<file path="config.mk">
export PLATFORM = sky130hd
export DESIGN_NAME = alu_share_arbiter
export DESIGN_NICKNAME = d
export VERILOG_FILES = /design/src/rtl/alu_share_arbiter.sv
export SDC_FILE = /design/constraint.sdc
export NUM_CORES = 1
export LEC_CHECK = 0
export BUFFER_PORTS_ARGS = -buffer_cell sky130_fd_sc_hd__buf_2
export CORE_ASPECT_RATIO = 0.5
export CORE_MARGIN = 10
export CORE_UTILIZATION = 40
export DETAILED_ROUTE_END_ITERATION = 16
export PLACE_DENSITY = 0.77
export SYNTH_ARGS = -nofsm -noshare
export SYNTH_HDL_FRONTEND = slang
export SYNTH_SLANG_ARGS = --single-unit
</file>
<file path="constraint.sdc">
create_clock -name clk -period 3.25 [get_ports clk]
set_clock_uncertainty 0.15 [all_clocks]
set_input_delay 0.325 -clock clk [delete_from_list [all_inputs] [get_ports clk]]
set_output_delay 0.325 -clock clk [all_outputs]
set_load 0.05 [all_outputs]
</file>
<file path="src/rtl/alu_share_arbiter.sv">
// Two-requester front end for one shared combinational ALU.
// Round-robin grant, registered operands, one held response.
module alu_share_arbiter #(
    parameter int WIDTH = 32,
    parameter int OPW   = 4
) (
    input  logic             clk,
    input  logic             reset,
    input  logic             req0_valid,
    input  logic [WIDTH-1:0] req0_a,
    input  logic [WIDTH-1:0] req0_b,
    input  logic [OPW-1:0]   req0_op,
    output logic             req0_ready,
    input  logic             req1_valid,
    input  logic [WIDTH-1:0] req1_a,
    input  logic [WIDTH-1:0] req1_b,
    input  logic [OPW-1:0]   req1_op,
    output logic             req1_ready,
    output logic [WIDTH-1:0] alu_a,
    output logic [WIDTH-1:0] alu_b,
    output logic [OPW-1:0]   alu_op,
    input  logic [WIDTH-1:0] alu_result,
    output logic             rsp_valid,
    output logic             rsp_id,
    output logic [WIDTH-1:0] rsp_data,
    output logic             rsp_zero,
    output logic             rsp_err,
    input  logic             rsp_ready
);

    typedef enum logic [1:0] {
        IDLE,
        EXEC,
        RESP
    } state_t;

    localparam logic [OPW-1:0] OP_ADD   = OPW'(4'b0010);
    localparam logic [OPW-1:0] OP_ZERO  = OPW'(4'b0111);
    localparam logic [OPW-1:0] OP_SUB   = OPW'(4'b1010);
    localparam logic [OPW-1:0] OP_AND   = OPW'(4'b0110);
    localparam logic [OPW-1:0] OP_OR    = OPW'(4'b0100);
    localparam logic [OPW-1:0] OP_XOR   = OPW'(4'b1001);
    localparam logic [OPW-1:0] OP_NOR   = OPW'(4'b0101);
    localparam logic [OPW-1:0] OP_NAND  = OPW'(4'b1100);
    localparam logic [OPW-1:0] OP_PASSA = OPW'(4'b1101);

    state_t st;
    state_t st_nx;
    logic   ptr;
    logic   id_q;
    logic   g0;
    logic   g1;
    logic   op_bad;

    // State register.
    always_ff @(posedge clk or posedge reset) begin
        if (reset) st <= IDLE;
        else       st <= st_nx;
    end

    // Next state: one cycle of EXEC, hold RESP until the consumer takes it.
    always_comb begin
        st_nx = st;
        unique case (st)
            IDLE:    if (g0 || g1) st_nx = EXEC;
            EXEC:    st_nx = RESP;
            RESP:    if (rsp_ready) st_nx = IDLE;
            default: st_nx = IDLE;
        endcase
    end

    // Grants: only in IDLE; pointer breaks the tie when both ask.
    always_comb begin
        g0 = 1'b0;
        g1 = 1'b0;
        if (st == IDLE) begin
            g0 = req0_valid && (!req1_valid || !ptr);
            g1 = req1_valid && (!req0_valid || ptr);
        end
        req0_ready = g0;
        req1_ready = g1;
    end

    // Flag opcodes the ALU does not define.
    always_comb begin
        op_bad = 1'b1;
        case (alu_op)
            OP_ADD, OP_ZERO, OP_SUB,
            OP_AND, OP_OR, OP_XOR,
            OP_NOR, OP_NAND, OP_PASSA: op_bad = 1'b0;
            default:                   op_bad = 1'b1;
        endcase
    end

    // Operand capture on grant, result capture in EXEC, response release.
    always_ff @(posedge clk or posedge reset) begin
        if (reset) begin
            alu_a     <= '0;
            alu_b     <= '0;
            alu_op    <= OP_ZERO;
            id_q      <= 1'b0;
            ptr       <= 1'b0;
            rsp_valid <= 1'b0;
            rsp_id    <= 1'b0;
            rsp_data  <= '0;
            rsp_zero  <= 1'b0;
            rsp_err   <= 1'b0;
        end else begin
            if (g0) begin
                alu_a  <= req0_a;
                alu_b  <= req0_b;
                alu_op <= req0_op;
                id_q   <= 1'b0;
                ptr    <= 1'b1;
            end else if (g1) begin
                alu_a  <= req1_a;
                alu_b  <= req1_b;
                alu_op <= req1_op;
                id_q   <= 1'b1;
                ptr    <= 1'b0;
            end
            if (st == EXEC) begin
                rsp_data  <= alu_result;
                rsp_zero  <= (alu_result == '0);
                rsp_err   <= op_bad;
                rsp_id    <= id_q;
                rsp_valid <= 1'b1;
            end else if (st == RESP && rsp_ready) begin
                rsp_valid <= 1'b0;
            end
        end
    end

endmodule

</file>
==> results of run 1 <==
[critical path: stages (launching register included)]
cell	delay (ps)
dfrtp_1	500
a211oi_4	360
nand2_4	140
inv_2	390
buf_2	360
[logic make-up (layout without fill, tap and decap cells)]
family,Yosys count,after routing,synth area share
adder cells (fa/ha/maj),1,1,0.002637
buffers and inverters,42,310,0.05169
AO/OA/AOI/OAI,85,85,0.1651
other,0,3,0
AND/OR/NAND/NOR,201,201,0.2102
flip-flops,108,108,0.5704
[registers in the layout, summed over array words and instances, names as in the netlist, 2 cells and up]
register / count
alu_b: 32
alu_a: 32
st: 2
alu_op: 4
rsp_data: 32
[cell usage in the layout, fill, tap and decap left out, types with 2 or more instances in the layout]
cell | netlist | final
nor3_1 | 7 | 7
nand3_1 | 8 | 8
o21ai_0 | 8 | 8
nor2_1 | 2 | 2
nand2_1 | 104 | 104
a31oi_1 | 8 | 8
diode_2 | 0 | 3
buf_2 | 13 | 278
and3_1 | 61 | 61
dfrtp_1 | 105 | 105
dfstp_2 | 3 | 3
nand4_1 | 2 | 2
a221o_1 | 61 | 61
nor4_1 | 8 | 8
a21o_1 | 2 | 2
a21oi_1 | 2 | 2
inv_1 | 5 | 4
clkbuf_16 | 0 | 9
buf_4 | 1 | 9
clkinv_4 | 0 | 4
[power by group]
| part | internal [mW] | total (mW) | switching, mW |
|---|---|---|---|
| clock | 0.556 | 1.07 | 0.514 |
| sequential | 2.03 | 2.43 | 0.405 |
| combinational | 1.25 | 4.80 | 3.56 |
| total | 3.83 | 8.31 | 4.47 |
[per-stage QoR]
step	cell area, sq um	hold WS, ps
4_1_cts	6505	26.51
3_5_place_dp	6206	309.3
2_1_floorplan	4748	280.4
3_3_place_gp	6206	301.8
5_1_grt	6510	34.94
6_report	6513	5.001
[per-layer routing]
layer / wire, um / share of wire / up-vias / track usage
li1: - / - / 2135 / -
met1: 6289 / 0.39 / 2173 / 0.2009
met2: 8322 / 0.52 / 183 / 0.3178
met3: 1165 / 0.073 / 20 / 0.05844
met4: 238 / 0.015 / 0 / 0.04469
met5: 0 / 0 / - / 0
[how the worst max path moves through the flow]
stage | start | end | slack, ps | cells after the start
floorplan | st[1]$_DFFE_PP0P_ | req1_ready | 980 | 4
global placement | st[0]$_DFFE_PP0P_ | alu_b[26]$_DFFE_PP0P_ | 1040 | 5
detailed placement | st[0]$_DFFE_PP0P_ | alu_a[9]$_DFFE_PP0P_ | 970 | 5
CTS | st[0]$_DFFE_PP0P_ | req0_ready | 650 | 4
global route | st[0]$_DFFE_PP0P_ | req0_ready | 530 | 4
finish | st[0]$_DFFE_PP0P_ | req0_ready | 670 | 4
[cell type report]
cell class                 instances  area [sq um]
fill                            1002          4771
sequential                       108          2706
multi-input combinational        287          1795
timing repair buffer             288          1479
clock buffer                      10         239.0
tap                              159         198.9
clock inverter                     6         60.06
inverter                           6         26.28
antenna                            3         7.507
==> summary.txt, run 1 <==
Critical path
  – RR Startpoint: st[0]$_DFFE_PP0P_
  – Max FO, Critical Path: 28
  – Worst EP arrival: 2110 ps
  – Critical Path End Type: primary output
  – WP data required: 2770 ps
  – Worst R2R Setup Slack: 960 ps
  – CP Launch Type: register
  – R2r worst-path depth: 5
  – CP Class: register to primary output
  – RR Endpoint: alu_a[19]$_DFFE_PP0P_

Global route
  – GRT Util Overall: 0.1780
  – First-pass GRT wire length: 24800 um
  – Vias in the first global route: 4566
  – Total congestion overflow: 0
  – Maximum number of pins on one net before global-route repair: 43
  – Initial antenna violation count: 3

Flow run
  – Max Cap Viol: 0

Routing
  – DRT antenna net count: 0
  – WL/cell: 18.47 um
  – Drt first pass iters: 5
  – Vias: 4511
  – Routed Wire Length: 16020 um
  – DR vias/cell: 5.203
  – DR DRC count: 0
  – Initial drt markers: 354

Layout
  – P&R area growth vs syn: 37.26%
  – Final Non-Filler Cells: 867
  – Fraction of layout cells with a size suffix above 1: 0.4496
  – Layout Nets: 874
  – Layout Utilization: 0.5772

STA
  – Fin. Hold Viols: 0
  – Setup ws final: 666.1 ps
  – Minimum clock period: 2584 ps
  – Fin crit share: 0.7951
  – Worst Max-Slew Pin Slew: 900.4 ps
  – Slew Limit Fails: 0
  – Max_slew headroom: 0.3985
  – RSZ-0062 raised after global routing: no
  – Final Setup Violations: 0
  – Achievable frequency: 387.0 MHz
  – Fin Setup TNS: 0 ps

Synthesis
  – Cell with the most instances after synthesis: dfrtp_1
  – Synth warn: 0
  – Mapped cell area: 0.004745 sq mm
  – Register bit total from synthesis: 108
  – Sequential area share after synthesis: 0.5704
  – Syn avg cell area: 10.86 sq um
  – Library cells used by synthesis: 33
  – Post-synthesis cell count: 437
  – Post-synthesis async set-or-reset flop share: 1.000
  – EDFF count, synth: 0
  – Top-area cell type share of the netlist area: 0.5538
  – Synth top area cells: dfrtp_1 55%, a221o_1 13%, nand2_1 8.2%
  – Post-synth top cells: 105 x dfrtp_1, 104 x nand2_1, 61 x a221o_1, 61 x and3_1
  – Syn Nets: 611
  – Largest area contributor in the netlist: dfrtp_1
  – Top FF cell, synth: dfrtp_1

Clock network
  – # Post-CTS Setup Buffers: 0
  – CTS sink count: 108
  – Num CTS Buffers: 9
  – CTS Hold Bufs: 0
  – CTS H-tree lvls: 3
  – CTS Buffer Depth: 2
  – CTS tree: built
  – Post-CTS sizing: 0
  – Clk slew on worst S/H paths: 70 ps
  – Clock root buffer: clkbuf_16
  – Clk Latency, worst-skew pair: 340 ps

Floorplanning
  – Row count: 27
  – Initial core utilization: 0.4205
  – Ports: 279
  – Chip Height: 97.01 um
  – Chip width: 174.0 um
  – Die area: 0.01688 sq mm
  – Core footprint: 0.01128 sq mm

Outcome
  – Outcome: finished clean

Pwr
  – Tot Pwr: 8.307 mW
  – Power per standard cell area: 1276 mW/mm^2
  – LEAKAGE: 3.639 nW
  – Peak VDD IR: 0.5859 mV

Place
  – Placed cell count: 848
  – I/O Buffers: 278
  – Dpl ws: 972.9 ps
  – GPL Wtd Cong: 0.8203
  – Hpwl dp: 12370 um

Hold path
  – Hold Path Class: input pin to async pin
(Power assumes the default switching activity.)
==> inputs of run 2 (changes only) <==
--- a/config.mk
+++ b/config.mk
@@ -8,9 +8,9 @@
 export BUFFER_PORTS_ARGS = -buffer_cell sky130_fd_sc_hd__buf_2
 export CORE_ASPECT_RATIO = 0.5
 export CORE_MARGIN = 10
-export CORE_UTILIZATION = 40
+export CORE_UTILIZATION = 44
 export DETAILED_ROUTE_END_ITERATION = 16
-export PLACE_DENSITY = 0.77
+export PLACE_DENSITY = 0.81
 export SYNTH_ARGS = -nofsm -noshare
 export SYNTH_HDL_FRONTEND = slang
 export SYNTH_SLANG_ARGS = --single-unit
==> constraint.sdc (replaced) <==
create_clock -name clk -period 2.5 [get_ports clk]
set_clock_uncertainty 0.15 [all_clocks]
set_input_delay 0.25 -clock clk [delete_from_list [all_inputs] [get_ports clk]]
set_output_delay 0.25 -clock clk [all_outputs]
set_load 0.05 [all_outputs]
==> run 2 against run 1 <==
Clock-buffer cell count shrank 1. Largest cell class unchanged. Sequential power up 32%. Critical path depth fell by 1. Cell count up 8.0%. Via count is 10% higher. Register-to-register slack lost 430 ps. Critical path type unchanged.
==> summary.txt, run 2 (synthesis results as in run 1) <==
Routing
  – WL/cell: 19.08 um (+3.3%)
  – Metal-1 WL: 6837 um (+8.7%)
  – Top Metal Used: met4
  – Initial drt markers: 450 (+27%)
  – DR DRC count: 0 (unchanged)
  – Vias: 4969 (+10%)
  – WL met3: 1278 um (+9.7%)
  – Drt first pass iters: 5 (unchanged)
  – Routed Wire Length: 17860 um (+12%)
  – DRT antenna net count: 0 (unchanged)
  – Met2 wire length: 9219 um (+11%)
  – DR vias/cell: 5.309 (+2.0%)

Global route
  – Total congestion overflow: 0 (unchanged)
  – GRT Util Overall: 0.2178 (+0.03985)
  – Vias in the first global route: 5310 (+16%)
  – First-pass GRT wire length: 28060 um (+13%)
  – Maximum number of pins on one net before global-route repair: 93 (+120%)
  – Initial antenna violation count: 1 (-2)

Critical path
  – R2r worst-path depth: 4 (-1)
  – RR Startpoint: ptr$_DFFE_PP0P_
  – CP Class: register to primary output
  – Worst R2R Setup Slack: 530 ps (-430 ps)
  – RR Endpoint: alu_a[9]$_DFFE_PP0P_
  – Worst EP arrival: 1890 ps (-220 ps)
  – WP data required: 2100 ps (-670 ps)
  – Max FO, Critical Path: 9 (-68%)
  – CP Launch Type: register
  – Critical Path End Type: primary output

Layout
  – Largest regs: alu_a (32), alu_b (32), rsp_data (32)
  – Fraction of layout cells with a size suffix above 1: 0.3987 (-0.05090)
  – Final Non-Filler Cells: 936 (+8.0%)
  – Layout Nets: 964 (+10%)
  – Layout Utilization: 0.7148 (+0.1376)
  – Cell area after layout: 0.007395 sq mm (+14%)
  – Most frequent cells in the layout: 278 x buf_2, 105 x dfrtp_1, 104 x nand2_1
  – Commonest non-fill, non-tap cell in the layout: buf_2
  – P&R area growth vs syn: 55.85%

Clock network
  – Clk slew on worst S/H paths: 70 ps (about the same)
  – # Post-CTS Setup Buffers: 0 (unchanged)
  – CTS Hold Bufs: 89 (+89)
  – Post-CTS sizing: 0 (unchanged)
  – CTS sink count: 108 (unchanged)
  – Clock root buffer: clkbuf_16
  – CTS H-tree lvls: 3 (unchanged)
  – CTS tree: built
  – Clk Latency, worst-skew pair: 340 ps (about the same)
  – CTS Buffer Depth: 2 (unchanged)
  – Num CTS Buffers: 9 (unchanged)

Pwr
  – Psw: 5.925 mW (+32%)
  – Sequential Power Share: 0.291 (-0.002)
  – Clock power share: 0.125 (-0.004)
  – LEAKAGE: 4.014 nW (+10%)
  – Peak VDD IR: 1.037 mV (+77%)
  – Logic pwr share: 0.584 (+0.006)
  – Sw frac: 0.5387 (about the same)
  – Pint: 5.074 mW (+32%)
  – Power per standard cell area: 1487 mW/mm^2 (+17%)

Outcome
  – Outcome: finished clean

Hold path
  – Hold Path Class: input pin to register
  – Hold_sp: req0_a[13]
  – Worst Hold Path EP: alu_a[13]$_DFFE_PP0P_
  – Hold Path Cell Cnt: 2

STA
  – Minimum clock period: 2286 ps
  – Slew Limit Fails: 0 (unchanged)
  – Worst Max-Slew Pin Slew: 486.6 ps (-413.8 ps)
  – Achievable frequency: 437.5 MHz
  – RSZ-0062 raised after global routing: no
  – Final Setup Violations: 0 (unchanged)
  – Fin crit share: 0.9142
  – Max_slew headroom: 0.6756 (+0.2771)
  – Fin Setup TNS: 0 ps (unchanged)
  – Fin. Hold Viols: 0 (unchanged)
  – Final worst hold slack: 6.746 ps (+1.745 ps)

Floorplanning
  – Chip Height: 93.43 um (-3.7%)
  – Chip width: 166.9 um (-4.1%)
  – Core footprint: 0.01034 sq mm (-8.3%)
  – Row count: 26 (-3.7%)
  – Initial core utilization: 0.4586 (+0.03814)
  – Ports: 279 (unchanged)
  – Die area: 0.01559 sq mm (-7.7%)

Place
  – Area after DPL: 0.006195 sq mm (-0.18%)
  – Placed cell count: 829 (-2.2%)
  – GPL Wtd Cong: 0.8249 (+0.56%)
  – I/O Buffers: 278 (unchanged)
  – Hpwl dp: 12290 um (-0.64%)

Flow run
  – Max Cap Viol: 0 (unchanged)
[run 2: cell types whose count changed in the layout (fill, tap and decap cells not counted)]
cell           delta
buf_4             -1
inv_8             +2
buf_12            +1
clkinv_4          -3
clkbuf_8          -1
clkinvlp_4        +2
dlygate4sd3_1    +90
diode_2           -2
[run 2: cell type report]
cell class                 instances  area (sq um)
sequential                       108          2706
antenna                            1         2.502
inverter                           6         26.28
tap                              140         175.2
fill                             740          2950
clock buffer                       9         225.2
clock inverter                     7         71.32
timing repair buffer             378          2392
multi-input combinational        287          1795
[run 2: metrics by stage]
step | setup WS (ps) | total power [mW]
floorplan | 304.0 | 7.970
global placement | 617.7 | 9.367
detailed placement | 574.5 | 9.516
CTS | 204.8 | 11.04
global route | 122.9 | 11.59
finish | 214.4 | 11.00
[run 2: per-layer routing]
metal / vias to the layer above / GRT usage
met5: - / 0
met1: 2388 / 0.2333
met4: 0 / 0.08140
met2: 239 / 0.4007
li1: 2306 / -
met3: 36 / 0.06809
[run 2: worst max-delay path by stage]
stage,startpoint,to,slack (ps),cells past startpoint
final,st[1]$_DFFE_PP0P_,req1_ready,210,3
after global routing,st[1]$_DFFE_PP0P_,req1_ready,120,3
after global placement,ptr$_DFFE_PP0P_,alu_b[19]$_DFFE_PP0P_,620,4
after detailed placement,ptr$_DFFE_PP0P_,alu_a[9]$_DFFE_PP0P_,570,4
after CTS,st[1]$_DFFE_PP0P_,req1_ready,200,3
after floorplan,st[1]$_DFFE_PP0P_,req1_ready,300,4
[run 2: power by group through the flow]
stage	registers, mW	clock network, mW	logic (mW)
after floorplan	6.00	0	1.97
after global placement	3.16	0	6.21
after detailed placement	3.17	0	6.34
after CTS	3.18	1.42	6.44
after global routing	3.32	1.49	6.78
final	3.20	1.38	6.42
[run 2: critical path: stages (launching register included)]
cell,delay [ps]
dfrtp_1,520
or3b_2,580
nor2_1,150
buf_2,290
==> inputs of run 3 (changes only) <==
--- a/config.mk
+++ b/config.mk
@@ -5,12 +5,13 @@
 export SDC_FILE = /design/constraint.sdc
 export NUM_CORES = 1
 export LEC_CHECK = 0
+export ABC_AREA = 1
 export BUFFER_PORTS_ARGS = -buffer_cell sky130_fd_sc_hd__buf_2
 export CORE_ASPECT_RATIO = 0.5
 export CORE_MARGIN = 10
-export CORE_UTILIZATION = 44
+export CORE_UTILIZATION = 43
 export DETAILED_ROUTE_END_ITERATION = 16
-export PLACE_DENSITY = 0.81
+export PLACE_DENSITY = 0.8
 export SYNTH_ARGS = -nofsm -noshare
 export SYNTH_HDL_FRONTEND = slang
 export SYNTH_SLANG_ARGS = --single-unit
==> run 3 against run 2 <==
Synthesized cell count up 30%. Routed wire length is 9.2% higher. Clock power about the same. Die area up 0.21%. Power up 7.8%. Critical path depth increased by 5. First-iteration DRC count rose by 6.7%. Setup slack better by 11 ps.
==> summary.txt, run 3 <==
Outcome
  – Outcome: finished clean

Synthesis
  – Syn avg cell area: 8.212 sq um (-24%)
  – Sequential area share after synthesis: 0.5822 (+0.01182)
  – Cell with the most instances after synthesis: nand2_1
  – Post-synth top cells: 288 x nand2_1, 105 x dfrtp_1, 62 x nand3_1, 29 x nor2_1, 19 x buf_2
  – Largest area contributor in the netlist: dfrtp_1
  – Library cells used by synthesis: 21 (-36%)
  – Register bit total from synthesis: 108 (unchanged)
  – Top FF cell, synth: dfrtp_1
  – Syn Nets: 740 (+21%)
  – EDFF count, synth: 0 (unchanged)
  – Post-synthesis async set-or-reset flop share: 1.000 (unchanged)
  – Post-synthesis cell count: 566 (+30%)
  – Mapped cell area: 0.004648 sq mm (-2.0%)
  – Top-area cell type share of the netlist area: 0.5653 (+0.01148)
  – Synth top area cells: dfrtp_1 57%, nand2_1 23%, nand3_1 6.7%
  – Synth warn: 0 (unchanged)

STA
  – Fin crit share: 0.9099 (-0.004354)
  – Slew Limit Fails: 0 (unchanged)
  – Fin Setup TNS: 0 ps (unchanged)
  – RSZ-0062 raised after global routing: no
  – Max_slew headroom: 0.5720 (-0.1036)
  – Setup ws final: 225.3 ps (+10.89 ps)
  – Worst Max-Slew Pin Slew: 640.7 ps (+154.0 ps)
  – Achievable frequency: 439.6 MHz (+0.48%)
  – Final Setup Violations: 0 (unchanged)
  – Fin. Hold Viols: 0 (unchanged)
  – Minimum clock period: 2275 ps (-10.89 ps)

Floorplanning
  – Chip Height: 93.52 um (+0.10%)
  – Core footprint: 0.01038 sq mm (+0.32%)
  – Die area: 0.01562 sq mm (+0.21%)
  – Initial core utilization: 0.4479 (-0.01072)
  – Chip width: 167.0 um (+0.11%)
  – Row count: 26 (unchanged)
  – Ports: 279 (unchanged)

Routing
  – DRT antenna net count: 0 (unchanged)
  – Initial drt markers: 480 (+6.7%)
  – DR DRC count: 0 (unchanged)
  – Vias: 5621 (+13%)
  – DR vias/cell: 4.952 (-6.7%)
  – Drt first pass iters: 6 (+1)
  – Routed Wire Length: 19500 um (+9.2%)
  – WL/cell: 17.18 um (-10%)

Critical path
  – Worst path max stage delay: 570 ps (about the same)
  – RR Startpoint: st[1]$_DFFE_PP0P_
  – Crit-path slowest cell: dlygate4sd3_1
  – CP Class: register to register
  – R2r worst-path depth: 8 (+4)
  – Worst R2R Setup Slack: 230 ps (-300 ps)
  – CP Launch Type: register
  – Worst-path cell chain: nor2_4 > nand3_4 > nand2_1 > inv_2 > buf_4 > nand2_1 > nand3_1 > dlygate4sd3_1
  – CP most frequent cell: nand2_1
  – WP data required: 2570 ps (+470 ps)
  – RR Endpoint: alu_a[3]$_DFFE_PP0P_
  – Critical Path End Type: register
  – Max FO, Critical Path: 34 (+25)
  – Worst EP arrival: 2350 ps (+460 ps)

Layout
  – Largest regs: alu_a (32), alu_b (32), rsp_data (32)
  – P&R area growth vs syn: 71.36%
  – Most frequent cells in the layout: 288 x nand2_1, 278 x buf_2, 148 x dlygate4sd3_1
  – Final Non-Filler Cells: 1135 (+21%)
  – Fraction of layout cells with a size suffix above 1: 0.3185 (-0.08019)
  – Layout Utilization: 0.7675 (+0.05274)
  – Commonest non-fill, non-tap cell in the layout: nand2_1
  – Layout Nets: 1161 (+20%)

Global route
  – Total congestion overflow: 0 (unchanged)
  – Maximum number of pins on one net before global-route repair: 46 (-51%)
  – Gr busiest metal: met2
  – Initial antenna violation count: 3 (+2)
  – Vias in the first global route: 5899 (+11%)
  – Routing usage on met1: 0.2453 (+0.01200)
  – First-pass GRT wire length: 30100 um (+7.3%)
  – Met2 Use GR: 0.4375 (+0.03684)
  – Met3 Usage GRT: 0.06850 (+0.0004177)
  – GRT Util Overall: 0.2366 (+0.01873)

Clock network
  – CTS Buffer Depth: 2 (unchanged)
  – CTS sink count: 108 (unchanged)
  – CTS H-tree lvls: 3 (unchanged)
  – Num CTS Buffers: 9 (unchanged)
  – Clock root buffer: clkbuf_16
  – CTS tree: built
  – CTS Hold Bufs: 148 (+66%)
  – Post-CTS sizing: 0 (unchanged)
  – Clk slew on worst S/H paths: 70 ps (about the same)
  – # Post-CTS Setup Buffers: 0 (unchanged)
  – Clk Latency, worst-skew pair: 340 ps (about the same)

Pwr
  – Peak VDD IR: 0.9356 mV (-9.8%)
  – LEAKAGE: 4.294 nW (+7.0%)
  – Tot Pwr: 11.86 mW (+7.8%)
  – Power per standard cell area: 1488 mW/mm^2 (about the same)

Flow run
  – Max Cap Viol: 0 (unchanged)

Place
  – Hpwl dp: 12400 um (+0.90%)
  – GPL Wtd Cong: 0.8030 (-2.7%)
  – Placed cell count: 968 (+17%)
  – Dpl ws: 834.2 ps (+259.7 ps)
  – I/O Buffers: 278 (unchanged)

Hold path
  – Worst Hold Path EP: alu_b[16]$_DFFE_PP0P_
  – Hold Path Cell Cnt: 3 (+1)
  – Hold_sp: req0_b[16]
  – Hold Path Class: input pin to register
==> run 3: changes by cell type after synthesis, sizes merged, moves of 15 or more <==
cell,delta
and3,-61
nor2,+28
nand2,+183
nand3,+56
a221o,-61
o21ai,+15
==> run 3: per-stage QoR <==
stage | hold WS (ps) | instance area [sq um]
floorplan | 207.2 | 4652
global placement | 212.9 | 6192
detailed placement | 212.0 | 6192
CTS | 3.161 | 7958
global route | 17.94 | 7965
finish | 7.306 | 7965
==> run 3: how the worst max path moves through the flow <==
stage / startpoint / end
2_1_floorplan: reset / alu_a[0]$_DFFE_PP0P_
3_3_place_gp: st[1]$_DFFE_PP0P_ / rsp_zero$_DFFE_PP0P_
3_5_place_dp: st[1]$_DFFE_PP0P_ / rsp_zero$_DFFE_PP0P_
4_1_cts: st[0]$_DFFE_PP0P_ / alu_a[23]$_DFFE_PP0P_
5_1_grt: st[1]$_DFFE_PP0P_ / alu_a[3]$_DFFE_PP0P_
6_report: st[1]$_DFFE_PP0P_ / alu_a[3]$_DFFE_PP0P_
==> run 3: per-layer routing <==
metal | up-vias | routed length [um] | share of wire
li1 | 2621 | - | -
met4 | 2 | 819 | 0.042
met1 | 2625 | 6898 | 0.35
met3 | 69 | 1493 | 0.077
met2 | 304 | 10280 | 0.53
met5 | - | 13 | 0.00067
==> run 3: power by group <==
part	total [mW]	switching [mW]	internal [mW]	leakage, nW
Combinational	7.33	5.07	2.27	2.84
Sequential	3.15	0.513	2.64	1.32
Clock	1.37	0.678	0.693	0.138
==> run 3: final cells by class <==
type                            instances  area [sq um]
Tap cell                              140         175.2
Clock buffer                            9         225.2
Multi-Input combinational cell        413          1712
Antenna cell                            3         7.507
Inverter                               17         67.56
Clock inverter                          7         58.81
Sequential cell                       108          2706
Timing Repair Buffer                  438          3013
Fill cell                             703          2412
==> run 3: kinds of logic after synthesis <==
family,after synthesis,share of synthesized area
and+or+nand+nor,384,0.3332
AOI/OAI and AO/OA,28,0.03230
buffers and inverters,45,0.04953
DFF,108,0.5822
adders and majority gates,1,0.002691
==> run 3: worst max-delay path, delay by kind of cell, from the launching register on <==
family	cells	cell delay, ps
buffers and inverters	3	890
DFF	1	440
and+or+nand+nor	5	660
